[config.mk]
export PLATFORM = sky130hd
export DESIGN_NAME = pipe_stage_reg
export DESIGN_NICKNAME = d
export VERILOG_FILES = /design/src/rtl/pipe_stage_reg.sv
export SDC_FILE = /design/constraint.sdc
export NUM_CORES = 1
export LEC_CHECK = 0
export CORE_MARGIN = 4
export CORE_UTILIZATION = 25
export CTS_BUF_LIST = sky130_fd_sc_hd__clkbuf_16
export DETAILED_ROUTE_END_ITERATION = 16
export GPL_TIMING_DRIVEN = 0
export PLACE_DENSITY = 0.65
export SLEW_MARGIN = 20
export SYNTH_ARGS = -nofsm -noshare
export SYNTH_HDL_FRONTEND = slang
export SYNTH_SLANG_ARGS = --single-unit
[constraint.sdc]
create_clock -name clk -period 1.2 [get_ports clk]
set_clock_uncertainty 0.05 [all_clocks]
set_input_delay 0.18 -clock clk [delete_from_list [all_inputs] [get_ports clk]]
set_output_delay 0.18 -clock clk [all_outputs]
set_load 0.005 [all_outputs]
[src/rtl/pipe_stage_reg.sv]
// Inter-stage pipeline register (F/D, D/E, E/M, M/W) with stall hold, flush bubble, valid, Tnew countdown.
// Latency 1; stall holds every output; flush wins over stall. Optional PIPE_PERF_CNT_EN adds stall/flush counters.
module pipe_stage_reg #(
  parameter int              PC_W          = 32,
  parameter int              DATA_W        = 32,
  parameter int              REG_AW        = 5,
  parameter int              TNEW_W        = 2,
  parameter bit              TNEW_DEC      = 1'b1,
  parameter logic [PC_W-1:0] PC_RST        = PC_W'(32'h3000),
  parameter bit              FLUSH_KEEP_PC = 1'b1
) (
  input  logic              clk,
  input  logic              reset,
  input  logic              stall,
  input  logic              flush,
  input  logic              in_valid,
  input  logic [PC_W-1:0]   in_pc,
  input  logic              in_regwe,
  input  logic [REG_AW-1:0] in_a3,
  input  logic [DATA_W-1:0] in_regwd,
  input  logic [TNEW_W-1:0] in_tnew,
  input  logic [REG_AW-1:0] in_rtad,
  output logic              out_valid,
  output logic [PC_W-1:0]   out_pc,
  output logic              out_regwe,
  output logic [REG_AW-1:0] out_a3,
  output logic [DATA_W-1:0] out_regwd,
  output logic [TNEW_W-1:0] out_tnew,
  output logic [REG_AW-1:0] out_rtad
`ifdef PIPE_PERF_CNT_EN
  ,
  output logic [31:0]       stall_cnt,
  output logic [31:0]       flush_cnt
`endif
);

  logic              load_we;
  logic [TNEW_W-1:0] tnew_next;

  // An invalid or non-writing slot carries a3=0 so the hazard unit never matches it.
  always_comb begin
    load_we   = in_regwe & in_valid;
    tnew_next = '0;
    if (in_valid) begin
      if (TNEW_DEC)
        tnew_next = (in_tnew == '0) ? '0 : in_tnew - TNEW_W'(1);
      else
        tnew_next = in_tnew;
    end
  end

  always_ff @(posedge clk) begin
    if (reset) begin
      out_valid <= 1'b0;
      out_pc    <= PC_RST;
      out_regwe <= 1'b0;
      out_a3    <= '0;
      out_regwd <= '0;
      out_tnew  <= '0;
      out_rtad  <= '0;
    end else if (flush) begin
      out_valid <= 1'b0;
      out_pc    <= FLUSH_KEEP_PC ? in_pc : PC_RST;
      out_regwe <= 1'b0;
      out_a3    <= '0;
      out_regwd <= '0;
      out_tnew  <= '0;
      out_rtad  <= '0;
    end else if (!stall) begin
      out_valid <= in_valid;
      out_pc    <= in_pc;
      out_regwe <= load_we;
      out_a3    <= load_we ? in_a3 : '0;
      out_regwd <= in_regwd;
      out_tnew  <= tnew_next;
      out_rtad  <= in_rtad;
    end
  end

`ifdef PIPE_PERF_CNT_EN
  // Counters saturate rather than wrap so a long run never reads as a small count.
  always_ff @(posedge clk) begin
    if (reset) begin
      stall_cnt <= '0;
      flush_cnt <= '0;
    end else if (flush) begin
      if (flush_cnt != 32'hFFFF_FFFF) flush_cnt <= flush_cnt + 32'd1;
    end else if (stall) begin
      if (stall_cnt != 32'hFFFF_FFFF) stall_cnt <= stall_cnt + 32'd1;
    end
  end
`endif

endmodule

==> impl_metrics.py <==
metrics = {
    "clocking": {
        "clk_pin_slew_ns": 0.06,
        "cts_tree": "built",
        "clock_sinks": 78,
        "htree_levels": 3,
        "clock_path_buffers": 2,
        "clk_latency_ns": 0.32,
        "postCtsSetupBuffers": 0,
        "root_buffer": "clkbuf_16",
        "cts_buffers": 9,
    },
    "timing": {
        "drv_slew": 0,
        "tightest_slew_ns": 0.445,
        "setup_slack_ns": 0.0460,
        "fin_setup_tns_ns": 0,
        "fin_crit_ns": 1.15,
        "whs_ns": 0.114,
        "fin_crit_sh_pct": 96.2,
        "hold_viol": 0,
        "fmax_mhz": 867,
        "finalSetupViolCount": 0,
        "max-slew-margin-rel_pct": 70.3,
        "rsz0062_at_grt": "false",
    },
    "setup_path": {
        "critical_path.max_stage_delay_ns": 0.53,
        "cp.arrival_ns": 1.35,
        "start_kind": "input port",
        "crit_path_end_kind": "flop",
        "crit_required_ns": 1.39,
        "path_cells": "clkdlybuf4s50_1 -> nand2b_2 -> clkbuf_4 -> nand2_1 -> a21oi_1",
        "worstPathMaxFanout": 10,
        "criticalPathCategory": "in -> reg",
        "r2r_cells": 2,
        "cp_slowest_cell": "clkdlybuf4s50_1",
    },
    "run_status": {
        "status": "finished clean",
    },
    "layout": {
        "utilization_pct": 43.7,
        "layout.nets": 550,
        "drive_above_1_share_pct": 9.94,
        "final_cell_mix": "clkdlybuf4s50_1, dlygate4sd2_1, nand2_1, dfxtp_1, nor2_1",
        "final_area_sq_um": 4780,
        "final_common_cell": "clkdlybuf4s50_1",
        "synthToLayoutAreaGrowth_pct": 69.4,
        "multi_input_area_sq_um": 1090,
        "fillCellCount": 1085,
        "insertedDiodeCount": 0,
        "ff_latch_area_sq_um": 1570,
    },
    "place": {
        "postPlaceCellArea_sq_um": 4570,
        "numPortBuffers": 157,
        "place_hpwl_um": 6530,
        "place_ws_ns": -0.364,
        "gpl.final_weighted_congestion": 0.772,
    },
    "floorplan": {
        "num_rows": 38,
        "core_area_sq_um": 10900,
        "io-pin-count": 160,
        "die_area_sq_um": 13000,
        "die_y_um": 114,
        "initial_core_util_pct": 25.8,
        "die_w_um": 114,
    },
    "detailed_routing": {
        "drt_iter0_markers": 111,
        "wl_per_cell_um": 13.6,
        "drcViolationCount": 0,
        "routed_wl_um": 8310,
        "viasPerCell": 4.23,
        "routed-via-count": 2595,
        "antenna_left": 0,
        "drtPass1Iterations": 4,
    },
    "grt": {
        "grt_usage_pct": 12.6,
        "grt_max_degree": 17,
        "grt_pass1_wl_um": 13000,
        "antenna_found_initial": 0,
        "grt_pass1_vias": 2621,
        "grt_overflow_total": 0,
    },
    "yosys": {
        "synth_area_leader_cell": "dfxtp_1",
        "ys_ff_latch": 78,
        "syn_inst": 300,
        "ys_warn_count": 0,
        "ys_top_cells_by_area": "dfxtp_1, mux2i_1, nand2_1",
        "seq_area_frac_synth_pct": 55.4,
        "avgSynthCellArea_sq_um": 9.40,
        "syn_area_sq_um": 2820,
        "ys_types": 20,
        "yosys.area.top_type_share_pct": 55.4,
        "synth_nets": 382,
    },
    "pwr": {
        "total_leakage_power_nw": 2.24,
        "power_density_nw_per_um2": 1280,
        "ir_worst_vdd_mv": 0.777,
    },
    "hold_path": {
        "min_path_cells": 2,
        "hp-class": "in -> reg",
    },
    "flow_run": {
        "maxCapViolations": 0,
    },
}
==> cell type report <==
type / count / area share, %
buffer: 22 / 3.72
tap: 140 / 3.67
clock buffer: 9 / 4.71
timing repair buffer: 157 / 30.9
multi-input combinational: 200 / 22.8
clock inverter: 7 / 1.31
sequential: 78 / 32.9
==> cell families (layout without fill, tap and decap cells) <==
| kind of cell | count (synthesis) | in the layout | synth area share [%] |
|---|---|---|---|
| compound gates | 38 | 38 | 7.01 |
| buf+inv | 22 | 195 | 6.03 |
| flops | 78 | 78 | 55.4 |
| mux | 38 | 38 | 13.5 |
| simple gates | 124 | 124 | 18.1 |
==> timing repair <==
action	CTS	global route
hold buffers	0	0
pin swaps	0	0
endpoints found under the setup margin	86	35
gates resized for setup	84	12
hold endpoints to repair	0	0
==> power by group <==
part,switching [W],internal [W]
combinational,0.000303,0.000486
sequential,0.0000514,0.00270
clock,0.00114,0.00145
total,0.00150,0.00464
==> per-stage QoR <==
stage / power, W / instances
floorplan: 0.00312 / 300
global route: 0.00647 / 613
CTS: 0.00627 / 613
finish: 0.00614 / 613
detailed placement: 0.00369 / 597
global placement: 0.00367 / 597
==> flip-flops by register name, summed over array words and instances, names as in the netlist <==
signal     flops
out_regwd     32
out_pc        32
out_regwe      1
out_rtad       5
out_valid      1
out_a3         5
out_tnew       2
==> path summary, 6_finish.rpt <==
path,slack (ns),end,start
setup / recovery,0.05,out_pc[0]$_SDFFE_PP0P_,flush
hold / removal,0.11,out_pc[13]$_SDFFE_PP1P_,reset
setup reg to reg,0.53,out_regwd[16]$_SDFFE_PP0N_,out_regwd[16]$_SDFFE_PP0N_
hold reg to reg,0.40,out_pc[17]$_SDFFE_PP0P_,out_pc[17]$_SDFFE_PP0P_
==> per-layer routing <==
| metal | vias to the layer above | global-route usage, % | share of wire, % |
|---|---|---|---|
| met4 | 0 | 3.64 | 1.3 |
| li1 | 1316 | - | - |
| met1 | 1189 | 14.0 | 40 |
| met5 | - | 0 | 0 |
| met2 | 82 | 21.9 | 51 |
| met3 | 8 | 5.34 | 7.6 |
==> worst max-delay path, delay by kind of cell <==
family          cells  cell delay [ns]
compound gates      1             0.17
buf+inv             2             0.74
simple gates        2             0.26
==> synth_stat cells, drive strengths merged <==
master   n
nor2b    1
buf     19
a32oi    1
nand4b   1
a21oi   32
nor2    41
nand3b   3
clkbuf   3
nand3    5
or2      1
o21ai    5
nand2b   1
mux2i   38
nand2   71
dfxtp   78
No activity file was read; power rests on OpenSTA's default activity.
